--- config.mk ---
export PLATFORM = sky130hd
export DESIGN_NAME = result_collector
export DESIGN_NICKNAME = d
export VERILOG_FILES = /design/src/rtl/fp_pkg.sv /design/src/rtl/fp_sync_fifo.sv /design/src/rtl/result_collector.sv
export SDC_FILE = /design/constraint.sdc
export NUM_CORES = 1
export LEC_CHECK = 0
export CORE_UTILIZATION = 35
export DETAILED_ROUTE_END_ITERATION = 10
export PLACE_DENSITY_LB_ADDON = 0.1
export SYNTH_ARGS = -nofsm -noshare
export SYNTH_HDL_FRONTEND = slang
export SYNTH_SLANG_ARGS = --single-unit
--- constraint.sdc ---
create_clock -name clk -period 9.8 [get_ports clk]
set_input_delay 1.96 -clock clk [delete_from_list [all_inputs] [get_ports clk]]
set_output_delay 1.96 -clock clk [all_outputs]
set_load 0.05 [all_outputs]
--- src/rtl/fp_pkg.sv ---
// Shared types for the floating-point co-processor result path.
package fp_pkg;

  localparam int FP_WIDTH = 32;
  localparam int NUM_SRC  = 3;

  typedef enum logic [1:0] {
    SRC_ADD  = 2'd0,
    SRC_MUL  = 2'd1,
    SRC_TRIG = 2'd2
  } src_tag_t;

  typedef struct packed {
    logic                overflow;
    src_tag_t            tag;
    logic [FP_WIDTH-1:0] data;
  } result_entry_t;

  // Value parked in a per-source holding register before it is queued.
  typedef struct packed {
    logic                overflow;
    logic [FP_WIDTH-1:0] data;
  } hold_val_t;

endpackage

--- src/rtl/fp_sync_fifo.sv ---
// Synchronous FIFO with registered count; push is ignored when full, pop when empty.
module fp_sync_fifo #(
  parameter int  DEPTH   = 8,
  parameter type entry_t = logic [34:0],
  localparam int AW      = $clog2(DEPTH)
) (
  input  logic          clk,
  input  logic          n_rst,
  input  logic          push,
  input  entry_t        wr_data,
  input  logic          pop,
  output entry_t        rd_data,
  output logic          full,
  output logic          empty,
  output logic [AW:0]   count
);

  logic [AW-1:0] wr_ptr_q, wr_ptr_d;
  logic [AW-1:0] rd_ptr_q, rd_ptr_d;
  logic [AW:0]   count_q, count_d;
  logic          do_push, do_pop;
  entry_t        mem_q [DEPTH];

  always_comb begin
    do_push  = push & ~full;
    do_pop   = pop & ~empty;
    // Pointers wrap naturally because DEPTH is a power of two.
    wr_ptr_d = wr_ptr_q + AW'(do_push);
    rd_ptr_d = rd_ptr_q + AW'(do_pop);
    count_d  = count_q + (AW+1)'(do_push) - (AW+1)'(do_pop);
  end

  always_ff @(posedge clk or negedge n_rst) begin
    if (!n_rst) begin
      wr_ptr_q <= '0;
      rd_ptr_q <= '0;
      count_q  <= '0;
    end else begin
      wr_ptr_q <= wr_ptr_d;
      rd_ptr_q <= rd_ptr_d;
      count_q  <= count_d;
    end
  end

  always_ff @(posedge clk) begin
    if (do_push) mem_q[wr_ptr_q] <= wr_data;
  end

  assign full    = (count_q == (AW+1)'(DEPTH));
  assign empty   = (count_q == '0);
  assign count   = count_q;
  assign rd_data = mem_q[rd_ptr_q];

endmodule

--- src/rtl/result_collector.sv ---
// Collects add/mul/trig results into an in-order FIFO and presents the head to the CPU.
module result_collector
  import fp_pkg::*;
#(
  parameter int DEPTH       = 8,
  parameter int HOLD_MARGIN = 3,
  localparam int AW         = $clog2(DEPTH)
) (
  input  logic                clk,
  input  logic                n_rst,
  input  logic                add_done,
  input  logic [FP_WIDTH-1:0] add_result,
  input  logic                add_overflow,
  input  logic                mul_done,
  input  logic [FP_WIDTH-1:0] mul_result,
  input  logic                mul_overflow,
  input  logic                trig_done,
  input  logic [FP_WIDTH-1:0] trig_result,
  input  logic                rd_ack,
  output logic [FP_WIDTH-1:0] result,
  output logic                overflow,
  output logic [1:0]          src_tag,
  output logic                done,
  output logic                out_fifo_hold,
  output logic                lost_result
);

  // CPU handshake: done=1 means the head entry is valid on result/overflow/src_tag;
  // rd_ack in a cycle with done=1 consumes it at the next edge, rd_ack with done=0 is ignored.

  hold_val_t            hold_q [NUM_SRC];
  hold_val_t            hold_d [NUM_SRC];
  logic [NUM_SRC-1:0]   occ_q, occ_d;
  logic                 lost_q, lost_d;

  logic [NUM_SRC-1:0]   src_done;
  hold_val_t            src_val [NUM_SRC];
  logic [NUM_SRC-1:0]   grant;
  result_entry_t        push_entry;
  logic                 push;

  result_entry_t        head;
  logic                 fifo_full, fifo_empty;
  logic [AW:0]          fifo_count;
  logic [1:0]           occ_cnt;
  int                   used_slots;

  always_comb begin
    src_done   = {trig_done, mul_done, add_done};
    src_val[0] = '{overflow: add_overflow, data: add_result};
    src_val[1] = '{overflow: mul_overflow, data: mul_result};
    src_val[2] = '{overflow: 1'b0,         data: trig_result};
  end

  // Fixed priority add > mul > trig; the full check uses registered count, so a
  // slot freed by a pop this cycle is only usable next cycle.
  always_comb begin
    grant      = '0;
    push_entry = '0;
    if (!fifo_full) begin
      if (occ_q[0]) begin
        grant      = 3'b001;
        push_entry = '{overflow: hold_q[0].overflow, tag: SRC_ADD, data: hold_q[0].data};
      end else if (occ_q[1]) begin
        grant      = 3'b010;
        push_entry = '{overflow: hold_q[1].overflow, tag: SRC_MUL, data: hold_q[1].data};
      end else if (occ_q[2]) begin
        grant      = 3'b100;
        push_entry = '{overflow: hold_q[2].overflow, tag: SRC_TRIG, data: hold_q[2].data};
      end
    end
    push = |grant;
  end

  always_comb begin
    lost_d = lost_q;
    for (int i = 0; i < NUM_SRC; i++) begin
      hold_d[i] = hold_q[i];
      occ_d[i]  = occ_q[i] & ~grant[i];
      if (src_done[i]) begin
        if (occ_q[i] && !grant[i]) begin
          lost_d = 1'b1;
        end else begin
          hold_d[i] = src_val[i];
          occ_d[i]  = 1'b1;
        end
      end
    end
  end

  always_ff @(posedge clk or negedge n_rst) begin
    if (!n_rst) begin
      for (int i = 0; i < NUM_SRC; i++) hold_q[i] <= '0;
      occ_q  <= '0;
      lost_q <= 1'b0;
    end else begin
      for (int i = 0; i < NUM_SRC; i++) hold_q[i] <= hold_d[i];
      occ_q  <= occ_d;
      lost_q <= lost_d;
    end
  end

  fp_sync_fifo #(
    .DEPTH   (DEPTH),
    .entry_t (result_entry_t)
  ) u_fifo (
    .clk     (clk),
    .n_rst   (n_rst),
    .push    (push),
    .wr_data (push_entry),
    .pop     (rd_ack & done),
    .rd_data (head),
    .full    (fifo_full),
    .empty   (fifo_empty),
    .count   (fifo_count)
  );

  always_comb begin
    occ_cnt    = 2'(occ_q[0]) + 2'(occ_q[1]) + 2'(occ_q[2]);
    used_slots = int'(fifo_count) + int'(occ_cnt);
  end

  assign done          = ~fifo_empty;
  assign result        = done ? head.data : '0;
  assign overflow      = done ? head.overflow : 1'b0;
  assign src_tag       = done ? head.tag : 2'd0;
  assign out_fifo_hold = (used_slots >= (DEPTH - HOLD_MARGIN));
  assign lost_result   = lost_q;

endmodule
== Word-level counts from Yosys, hierarchy flattened ==
Memory sizes are Yosys's and may differ from the RTL's.
Index checks and enable logic that the tools add are counted.

* Register bits: 112
* RAM bits: 280
* Logic and storage cells: 70
* Memories kept: 1

{| class="wikitable"
|+ Memories
! memory !! depth !! width !! rd ports !! clocked after Yosys merged registers in !! write ports !! RTL line !! text
|-
| u_fifo.mem_q || 8 || 35 || 1 || 0 || 1 || fp_sync_fifo.sv:22 || <nowiki>entry_t mem_q [DEPTH];</nowiki>
|}

* Add/sub/neg operators: 7
* Magnitude comparators: 1
* Eq/ne operators: 1
* Muxes and demuxes: 25
* Bitwise operators: 14
* Reduce and logical (&&, ||, !) cells: 11

{| class="wikitable"
|+ Operators by type and width
! kind !! count
|-
| 35-bit 2-to-1 mux || 3
|-
| 34-bit 2-to-1 mux || 1
|-
| 32-bit 2-to-1 mux || 1
|-
| 1-bit 2-to-1 mux || 15
|-
| 3-bit 2-to-1 mux || 4
|-
| 1-bit inverter || 8
|-
| 3-bit by 1-bit adder with 3-bit output || 2
|-
| 1-bit bitwise AND || 6
|-
| 2-bit AND reduction || 3
|-
| 4-bit by 2-bit adder with 5-bit output || 1
|-
| 5-bit by 3-bit greater-or-equal comparator with 1-bit output, second input constant || 1
|-
| 4-bit by 1-bit adder with 4-bit output || 1
|-
| 4-bit equality test, second input constant || 1
|-
| 4-bit logical NOT || 1
|-
| 4-bit by 1-bit subtractor with 4-bit output || 1
|-
| 1-bit logical AND || 3
|-
| 1-bit logical NOT || 3
|-
| 3-bit OR reduction || 1
|-
| 1-bit by 1-bit adder with 2-bit output || 1
|-
| 2-bit by 1-bit adder with 2-bit output || 1
|-
| 2-bit 2-to-1 mux || 1
|}

== Longest topological paths before layout ==
Gate-level depths: netlist (run 1).

* Word-level depth: 12
* Mapped depth: 10
* Mapped depth without buffers: 10

== By module ==
From an unflattened synthesis (run 1), not the netlist that was laid out.

* Cells, all modules: 853
* Area total of the unflattened synthesis: 16274.4 µm²

{| class="wikitable"
|+ By module, submodules not included
! module !! instances !! cells each !! area an instance (µm²)
|-
| fp_sync_fifo || 1 || 456 || 11334.6
|-
| result_collector || 1 || 397 || 4939.7
|}

== Least setup slack after synthesis (run 1) ==
No wires, ideal clock.

* Path type: reg-to-output
* Start: reg occ_q[1]
* End: out out_fifo_hold
* Arrival time: 2.518 ns
* Required time: 7.840 ns
* Slack: 5.322 ns
* Stages on the path, launching flop included: 6
* Path through: dfrtp_1 fa_1 ha_1 fa_1 o21ai_0 o2111ai_1

* Cells in the longest elaborated chain, start to end: 4

{| class="wikitable"
|+ Ends and longest elaborated chain
! element !! RTL line !! text
|-
| start: declaration || result_collector.sv:33 || <nowiki>logic [NUM_SRC-1:0] occ_q, occ_d;</nowiki>
|-
| start signal: assignment || result_collector.sv:94 || <nowiki>occ_q <= '0;</nowiki>
|-
| start signal: assignment || result_collector.sv:98 || <nowiki>occ_q <= occ_d;</nowiki>
|-
| 1-bit by 1-bit adder with 2-bit output || result_collector.sv:119 || <nowiki>occ_cnt = 2'(occ_q[0]) + 2'(occ_q[1]) + 2'(occ_q[2]);</nowiki>
|-
| 2-bit by 1-bit adder with 2-bit output || result_collector.sv:119 ||
|-
| 4-bit by 2-bit adder with 5-bit output || result_collector.sv:120 || <nowiki>used_slots = int'(fifo_count) + int'(occ_cnt);</nowiki>
|-
| 5-bit by 3-bit greater-or-equal comparator with 1-bit output || result_collector.sv:127 || <nowiki>assign out_fifo_hold = (used_slots >= (DEPTH - HOLD_MARGIN));</nowiki>
|-
| end: declaration || result_collector.sv:24 || <nowiki>output logic out_fifo_hold,</nowiki>
|}

Every way passes these cells.

== Worst setup path after layout (run 1) ==
* Start: reg u_fifo.rd_ptr_q[0]
* End: out src_tag[1]

* Cells in the longest elaborated chain, start to end: 2

{| class="wikitable"
|+ Ends and longest elaborated chain
! element !! RTL line !! text
|-
| start: declaration || fp_sync_fifo.sv:19 || <nowiki>logic [AW-1:0] rd_ptr_q, rd_ptr_d;</nowiki>
|-
| start signal: assignment || fp_sync_fifo.sv:40 || <nowiki>rd_ptr_q <= rd_ptr_d;</nowiki>
|-
| memory 8 x 35 bit || n/a ||
|-
| 2-bit 2-to-1 mux || result_collector.sv:126 || <nowiki>assign src_tag = done ? head.tag : 2'd0;</nowiki>
|-
| end: declaration || result_collector.sv:22 || <nowiki>output logic [1:0] src_tag,</nowiki>
|}

Every way passes these cells.

==> results of run 1 <==
cells in the mapped netlist, types with 3 or more instances:
cell	instances
mux4_2	70
a21oi_1	3
o21ai_0	4
nand2b_1	4
buf_1	3
buf_6	3
a221oi_1	7
xor2_1	3
a22o_1	35
edfxtp_1	280
mux2_2	97
nor3_1	9
buf_2	21
fa_1	3
ha_1	14
nor2b_1	4
nor2_1	16
clkbuf_1	21
o2bb2ai_1	25
a22oi_1	26
inv_1	10
dfrtp_1	112
worst max-delay path, stage by stage (launching register included):
cell	delay, ns
dfrtp_4	0.86
buf_4	0.76
mux4_2	0.60
a22o_1	0.29
clkdlybuf4s50_1	0.72
routing by layer:
layer,up-vias,routed length (um),global-route usage (%)
met5,-,0,0
met4,0,679,5.25
met3,43,1980,2.79
met2,182,17400,26.1
met1,4179,17100,24.4
li1,3555,-,-
power breakdown:
group	switching [uW]	internal (uW)
logic	1560	1000
clock network	648	1010
registers	212	2450
worst min-delay path by stage:
stage                                       startpoint                           end  slack (ns)
after global routing             hold_q[7]$_DFFE_PN0P_         hold_q[7]$_DFFE_PN0P_        0.51
after CTS                        hold_q[7]$_DFFE_PN0P_         hold_q[7]$_DFFE_PN0P_        0.50
after floorplan           u_fifo.rd_ptr_q[2]$_DFF_PN0_  u_fifo.rd_ptr_q[2]$_DFF_PN0_        0.46
final                            hold_q[7]$_DFFE_PN0P_         hold_q[7]$_DFFE_PN0P_        0.49
after detailed placement         hold_q[7]$_DFFE_PN0P_         hold_q[7]$_DFFE_PN0P_        0.49
after global placement           hold_q[7]$_DFFE_PN0P_         hold_q[7]$_DFFE_PN0P_        0.47
layout make-up:
cell class              count  area [sq um]
fillers                  3887         24300
flip-flops and latches    392         11200
inverters                  11          41.3
well taps                 585           732
repair buffers            161          1560
multi-input cells         346          4230
clock buffers              57          1180
clock inverters            20           267
state kept, by name (all words and copies together), names as in the netlist:
register         count
u_fifo.mem_q       280
hold_q              98
u_fifo.count         4
occ_q                3
u_fifo.rd_ptr_q      3
u_fifo.wr_ptr_q      3
lost_result          1
per-stage QoR:
step	total power, uW	instance area [sq um]	std cells
after floorplan	4380	15600	797
after global placement	5290	17800	1495
after detailed placement	5320	17800	1495
after CTS	6990	19200	1572
after global routing	7200	19200	1572
final	6870	19200	1572
logic make-up after synthesis:
kind of cell,share of synthesized area [%]
flops,71.8
mux,17.2
compound gates,5.99
buf+inv,1.73
simple gates,1.52
fa+ha+maj,1.51
xor+xnor,0.225
==> results.sh, run 1 <==
export IMPL_status="finished, final reports clean"
export IMPL_grtUsageTotal_pct=16.9
export IMPL_cts_buffer_depth=3
export IMPL_core_area_sq_um=43600
export IMPL_final_cell_mix="edfxtp_1 (280), clkdlybuf4s50_1 (140), dfrtp_1 (110)"
export IMPL_syn_area_sq_um=15600
export IMPL_antenna_cells=0
export IMPL_path_class="register to primary output"
export IMPL_final_setup_tns_ns=0
export IMPL_vias=7959
export IMPL_dieArea_sq_um=45400
export IMPL_nNetsFinal=1076
export IMPL_drt_iter0_markers=381
export IMPL_synth_async_sr_flop_share_pct=28.6
export IMPL_setup_viol=0
export IMPL_synthCells=797
export IMPL_worst_path_max_fanout=39
export IMPL_drt_vias_per_instance=5.06
export IMPL_r2r_setup_slack_ns=6.69
export IMPL_dp_slack_ns=4.45
export IMPL_period_share_pct=59.5
export IMPL_fin_util_pct=44.1
export IMPL_r2r_end="u_fifo.mem_q[6][15]$_DFFE_PP_"
export IMPL_syn_to_final_growth_pct=23.2
export IMPL_ctsHoldBuffers=0
export IMPL_required_ns=7.84
export IMPL_end_kind="primary output"
export IMPL_worst_setup_path_start_kind="register"
export IMPL_rr_worst_depth=7
export IMPL_synth_flop_cell="edfxtp_1"
export IMPL_hold_path_depth=1
export IMPL_fin_crit_ns=5.84
export IMPL_cts_sinks=392
export IMPL_gp_congestion=0.726
export IMPL_cts_max_level=2
export IMPL_grt_pass1_vias=8555
export IMPL_critPathLaunch="u_fifo.rd_ptr_q[0]$_DFF_PN0_"
export IMPL_leakage_uw=0.00669
export IMPL_worstSkewPairLatency_ns=0.57
export IMPL_synth_seq_cells=392
export IMPL_fin_ws_ns=3.96
export IMPL_maxSlewViolCount=0
export IMPL_clockRootBuffer="clkbuf_16"
export IMPL_start_util_pct=35.8
export IMPL_rsz0062_at_grt="no"
export IMPL_hpwl_mm=22.1
export IMPL_report_final_hold_viol_count=0
export IMPL_drive_gt1_share_pct=27.6
export IMPL_grt_max_degree=71
export IMPL_drtAntennaViolNets=0
export IMPL_grt_pass1_wl_mm=55.4
export IMPL_cts_setup_buffers=0
export IMPL_row_count=76
export IMPL_antenna_found_initial=0
export IMPL_ys_seq_area_share_pct=71.8
export IMPL_yosys_area_top_type="edfxtp_1"
export IMPL_cts_tree="yes"
export IMPL_maxCapViolations=0
export IMPL_worst_pin_slew_ns=1.39
export IMPL_critical_path_arrival_ns=3.88
export IMPL_fmax_mhz=171
export IMPL_synth_area_top_cells="edfxtp_1 (54%), dfrtp_1 (18%), mux4_2 (10%)"
export IMPL_max_slew_margin_pct=6.94
export IMPL_layout_commonest_cell="edfxtp_1"
export IMPL_die_y_um=213
export IMPL_drtPass1Iterations=4
export IMPL_synth_edf_count=280
export IMPL_die_w_um=213
export IMPL_syn_area_per_cell_sq_um=19.6
export IMPL_cts_buffers_inserted=43
export IMPL_skew_ns=0.0242
export IMPL_drt_wirelength_per_cell_um=23.6
export IMPL_ir_drop_mv=0.170
export IMPL_io_pins=142
export IMPL_drt_total_wl_mm=37.2
export IMPL_cts_resized=0
export IMPL_mappedNetlistNets=918
export IMPL_critPathCapture="src_tag[1]"
export IMPL_synth_top_area_share_pct=53.9
export IMPL_portBuffers=141
export IMPL_powerDensity_nw_per_um2=358
export IMPL_overflow=0
export IMPL_yosysWarningCount=0
export IMPL_synth_distinct_cells=44
export IMPL_fin_hold_ws_ns=0.492
export IMPL_hold_class="register to register"
export IMPL_drc=0
export IMPL_path_clk_slew_ns=0.06
export IMPL_reg2reg_from="occ_q[0]$_DFF_PN0_"
(Power assumes the default switching activity.)
==> run 2, diff against run 1 <==
==> constraint.sdc (replaced) <==
create_clock -name clk -period 6.1 [get_ports clk]
set_input_delay 1.22 -clock clk [delete_from_list [all_inputs] [get_ports clk]]
set_output_delay 1.22 -clock clk [all_outputs]
set_load 0.05 [all_outputs]
==> results.sh, run 2 (synthesis results as in run 1) <==
export IMPL_status="finished, final reports clean"
export IMPL_grt_max_degree=71
export IMPL_path_clk_slew_ns=0.06
export IMPL_overflow=0
export IMPL_worst_setup_path_start_kind="register"
export IMPL_clockRootBuffer="clkbuf_16"
export IMPL_die_w_um=213
export IMPL_hold_start="hold_q[7]$_DFFE_PN0P_"
export IMPL_worstSkewPairLatency_ns=0.55
export IMPL_num_fill_cells=3883
export IMPL_maxCapViolations=0
export IMPL_final_cell_mix="edfxtp_1 (280), clkdlybuf4s50_1 (140), dfrtp_1 (110)"
export IMPL_leakage_uw=0.00664
export IMPL_largest_reg_flops=280
export IMPL_core_area_sq_um=43600
export IMPL_powerDensity_nw_per_um2=566
export IMPL_setup_viol=0
export IMPL_drt_vias_per_instance=5.06
export IMPL_dieArea_sq_um=45400
export IMPL_drtAntennaViolNets=0
export IMPL_hold_class="register to register"
export IMPL_cts_buffers_inserted=43
export IMPL_grt_pass1_vias=8441
export IMPL_period_share_pct=81.6
export IMPL_worst_path_max_fanout=16
export IMPL_fin_util_pct=43.9
export IMPL_portBuffers=141
export IMPL_syn_to_final_growth_pct=22.5
export IMPL_fmax_mhz=201
export IMPL_die_y_um=213
export IMPL_vias=7986
export IMPL_fin_crit_ns=4.98
export IMPL_drt_total_wl_mm=36.7
export IMPL_cts_setup_buffers=0
export IMPL_maxSlewViolCount=0
export IMPL_drt_wirelength_per_cell_um=23.3
export IMPL_required_ns=4.88
export IMPL_layout_commonest_cell="edfxtp_1"
export IMPL_regMostFlops="u_fifo.mem_q"
export IMPL_antenna_found_initial=0
export IMPL_rsz0062_at_grt="no"
export IMPL_final_setup_tns_ns=0
export IMPL_gp_congestion=0.732
export IMPL_drt_iter0_markers=537
export IMPL_nNetsFinal=1079
export IMPL_cts_tree="yes"
export IMPL_cts_max_level=2
export IMPL_hold_path_depth=1
export IMPL_row_count=76
export IMPL_max_slew_margin_pct=10.1
export IMPL_reg2reg_from="occ_q[0]$_DFF_PN0_"
export IMPL_cts_resized=0
export IMPL_cts_buffer_depth=3
export IMPL_grtUsageTotal_pct=16.7
export IMPL_drtPass1Iterations=4
export IMPL_rr_worst_depth=7
export IMPL_critical_path_arrival_ns=3.76
export IMPL_grt_pass1_wl_mm=55.2
export IMPL_r2r_setup_slack_ns=2.80
export IMPL_skew_ns=0.0161
export IMPL_hpwl_mm=22.5
export IMPL_report_final_hold_viol_count=0
export IMPL_ctsHoldBuffers=0
export IMPL_ir_drop_mv=0.301
export IMPL_drive_gt1_share_pct=26.8
export IMPL_start_util_pct=35.8
export IMPL_io_pins=142
export IMPL_hold_path_end="hold_q[7]$_DFFE_PN0P_"
export IMPL_end_kind="primary output"
export IMPL_worst_pin_slew_ns=1.34
export IMPL_drc=0
export IMPL_r2r_end="u_fifo.mem_q[0][31]$_DFFE_PP_"
export IMPL_cts_sinks=392
export IMPL_path_class="register to primary output"
==> run 2: report_power, final <==
part | internal [uW] | total (uW) | leakage [uW] | switching (uW)
Sequential | 3930 | 4310 | 0.00388 | 385
Combinational | 1620 | 4080 | 0.00211 | 2460
Clock | 1400 | 2430 | 0.000643 | 1030
==> run 2: worst max path at each step <==
| stage | start | end | slack [ns] |
|---|---|---|---|
| after floorplan | occ_q[0]$_DFF_PN0_ | u_fifo.mem_q[0][0]$_DFFE_PP_ | 1.94 |
| after global placement | occ_q[1]$_DFF_PN0_ | out_fifo_hold | 1.73 |
| after detailed placement | u_fifo.count[2]$_DFF_PN0_ | result[10] | 1.70 |
| after CTS | u_fifo.count[2]$_DFF_PN0_ | result[10] | 1.12 |
| after global routing | occ_q[1]$_DFF_PN0_ | out_fifo_hold | 0.98 |
| final | occ_q[1]$_DFF_PN0_ | out_fifo_hold | 1.12 |
==> run 2: through the flow <==
stage | area, sq um | instances | hold slack (ns) | total power (uW) | setup WS, ns
global placement | 17800 | 1498 | 0.488 | 8510 | 1.73
detailed placement | 17800 | 1498 | 0.481 | 8540 | 1.70
global route | 19100 | 1578 | 0.516 | 11400 | 0.977
floorplan | 15600 | 797 | 0.456 | 7040 | 1.94
finish | 19100 | 1579 | 0.494 | 10800 | 1.12
CTS | 19100 | 1578 | 0.498 | 11000 | 1.12
==> run 2: worst max-delay path, stage by stage (launching register included) <==
cell and delay (ns):
dfrtp_1 0.69, fa_1 0.52, ha_1 0.23, fa_1 0.53, o21ai_0 0.09, o2111ai_1 0.29, clkdlybuf4s50_1 0.86
==> run 2: routing by layer <==
metal | global-route usage (%) | wire length (um) | share of wire [%] | up-vias
met5 | 0 | 0 | 0 | -
met3 | 3.09 | 1760 | 4.8 | 49
met1 | 23.9 | 17000 | 46 | 4190
li1 | - | - | - | 3568
met4 | 4.19 | 640 | 1.7 | 0
met2 | 26.1 | 17400 | 47 | 179
==> run 2: cell type report <==
type / count / area (sq um) / area share, %
Antenna cell: 1 / 2.50 / 0.0131
Clock buffer: 57 / 1180 / 6.17
Clock inverter: 23 / 139 / 0.727
Inverter: 11 / 41.3 / 0.216
Multi-Input combinational cell: 346 / 4220 / 22.1
Sequential cell: 392 / 11200 / 58.7
Tap cell: 585 / 732 / 3.83
Timing Repair Buffer: 164 / 1580 / 8.27
==> run 3, diff against run 2 <==
==> constraint.sdc (replaced) <==
create_clock -name clk -period 4.86 [get_ports clk]
set_input_delay 0.972 -clock clk [delete_from_list [all_inputs] [get_ports clk]]
set_output_delay 0.972 -clock clk [all_outputs]
set_load 0.05 [all_outputs]
==> results.sh, run 3 (synthesis results as in run 1) <==
export IMPL_status="finished, final reports clean"
export IMPL_drt_vias_per_instance=4.99
export IMPL_final_setup_tns_ns=0
export IMPL_cts_sinks=392
export IMPL_skew_ns=0.0159
export IMPL_report_final_hold_viol_count=0
export IMPL_path_cells="inv_1, ha_1, nor3b_1, buf_4, nor2b_4, buf_4, a22o_1, clkdlybuf4s50_1"
export IMPL_critical_path_arrival_ns=3.30
export IMPL_die_w_um=213
export IMPL_end_kind="primary output"
export IMPL_rsz0062_at_grt="no"
export IMPL_core_area_sq_um=43600
export IMPL_grt_pass1_wl_mm=55.3
export IMPL_cts_buffers_inserted=43
export IMPL_layoutNonFillerInstCount=1581
export IMPL_clockRootBuffer="clkbuf_16"
export IMPL_leakage_uw=0.00669
export IMPL_required_ns=3.89
export IMPL_die_y_um=213
export IMPL_syn_to_final_growth_pct=22.9
export IMPL_period_share_pct=87.8
export IMPL_drt_wirelength_per_cell_um=23.2
export IMPL_cts_max_level=2
export IMPL_worst_path_max_fanout=35
export IMPL_fin_crit_ns=4.27
export IMPL_vias=7886
export IMPL_crit_top_cell="buf_4"
export IMPL_overflow=0
export IMPL_drtPass1Iterations=5
export IMPL_final_cell_mix="edfxtp_1 (280), clkdlybuf4s50_1 (139), dfrtp_1 (110)"
export IMPL_dp_cells=1505
export IMPL_portBuffers=141
export IMPL_layout_commonest_cell="edfxtp_1"
export IMPL_power_uw=13600
export IMPL_cts_tree="yes"
export IMPL_hpwl_mm=22.6
export IMPL_drc=0
export IMPL_regMostFlops="u_fifo.mem_q"
export IMPL_cts_setup_buffers=0
export IMPL_cp_slowest_stage_delay_ns=0.82
export IMPL_grt_pass1_vias=8527
export IMPL_drt_total_wl_mm=36.7
export IMPL_start_util_pct=35.8
export IMPL_drt_iter0_markers=419
export IMPL_grt_max_degree=65
export IMPL_io_pins=142
export IMPL_maxCapViolations=0
export IMPL_nNetsFinal=1086
export IMPL_critPathSlowestCell="clkdlybuf4s50_1"
export IMPL_path_class="register to primary output"
export IMPL_largest_reg_flops=280
export IMPL_worstSkewPairLatency_ns=0.54
export IMPL_path_clk_slew_ns=0.06
export IMPL_hold_class="register to register"
export IMPL_drtAntennaViolNets=0
export IMPL_max_slew_margin_pct=3.80
export IMPL_cts_buffer_depth=3
export IMPL_row_count=76
export IMPL_setup_viol=0
export IMPL_fmax_mhz=234
export IMPL_dieArea_sq_um=45400
export IMPL_drive_gt1_share_pct=28.1
export IMPL_ctsHoldBuffers=0
export IMPL_worst_setup_path_start_kind="register"
export IMPL_powerDensity_nw_per_um2=711
export IMPL_gp_congestion=0.707
export IMPL_ir_drop_mv=0.362
export IMPL_antenna_found_initial=2
export IMPL_worst_pin_slew_ns=1.43
export IMPL_maxSlewViolCount=0
export IMPL_cts_resized=0
export IMPL_grtUsageTotal_pct=16.8
-- run 3: changes by cell type in the layout (fill, tap and decap cells not counted) --
cell,previous run,this run
clkinv_8,1,0
clkinv_4,0,2
clkbuf_8,3,1
buf_4,24,30
bufinv_16,1,3
clkinv_2,3,10
clkinv_1,16,5
clkdlybuf4s50_1,140,139
buf_12,0,2
inv_6,2,1
clkbuf_16,44,43
-- run 3: final timing paths --
path,start,to,slack (ns),cells past startpoint
worst max-delay path,u_fifo.count[2]$_DFF_PN0_,result[0],0.59,8
worst min-delay path,hold_q[7]$_DFFE_PN0P_,hold_q[7]$_DFFE_PN0P_,0.50,1
worst max register to register,occ_q[0]$_DFF_PN0_,u_fifo.mem_q[6][33]$_DFFE_PP_,1.71,7
worst min register to register,hold_q[7]$_DFFE_PN0P_,hold_q[7]$_DFFE_PN0P_,0.50,1
max in group asynchronous,n_rst,hold_q[92]$_DFFE_PN0P_,3.29,2
min in group asynchronous,n_rst,hold_q[97]$_DFFE_PN0P_,0.51,1
-- run 3: area by class of cell --
| type | instances | area [sq um] |
|---|---|---|
| fillers | 3911 | 24400 |
| flip-flops and latches | 392 | 11200 |
| multi-input cells | 346 | 4220 |
| repair buffers | 171 | 1660 |
| clock buffers | 54 | 1130 |
| well taps | 585 | 732 |
| clock inverters | 21 | 185 |
| inverters | 11 | 41.3 |
| diodes | 1 | 2.50 |
-- run 3: per-layer routing --
| layer | GRT usage, % | part of all wire (%) | vias to the layer above |
|---|---|---|---|
| met5 | 0 | 0 | - |
| met4 | 3.87 | 1.5 | 0 |
| met1 | 24.4 | 48 | 4127 |
| li1 | - | - | 3582 |
| met3 | 2.71 | 3.7 | 48 |
| met2 | 26.6 | 47 | 129 |
-- run 3: power by group --
part           internal (uW)  leakage, uW  switching [uW]  total [uW]
Sequential              4930      0.00388             374        5310
Clock                   1800     0.000651            1280        3080
Combinational           2060      0.00216            3180        5240
Total                   8790      0.00669            4840       13600
-- run 3: through the flow --
step | hold WS [ns] | utilization (%) | worst slack (ns) | instance area, sq um
after global routing | 0.514 | 44.0 | 0.406 | 19200
final | 0.497 | 44.0 | 0.593 | 19200
after detailed placement | 0.480 | 41.0 | 1.11 | 17900
after CTS | 0.501 | 44.0 | 0.519 | 19200
after global placement | 0.481 | 41.0 | 1.11 | 17900
after floorplan | 0.456 | - | 0.704 | 15600
-- run 3: critical path: cells and delay by family (launching register included) --
kind | cells | cell delay, ns
simple gates | 2 | 0.22
fa+ha+maj | 1 | 0.21
buf+inv | 4 | 1.62
flops | 1 | 0.39
compound gates | 1 | 0.31
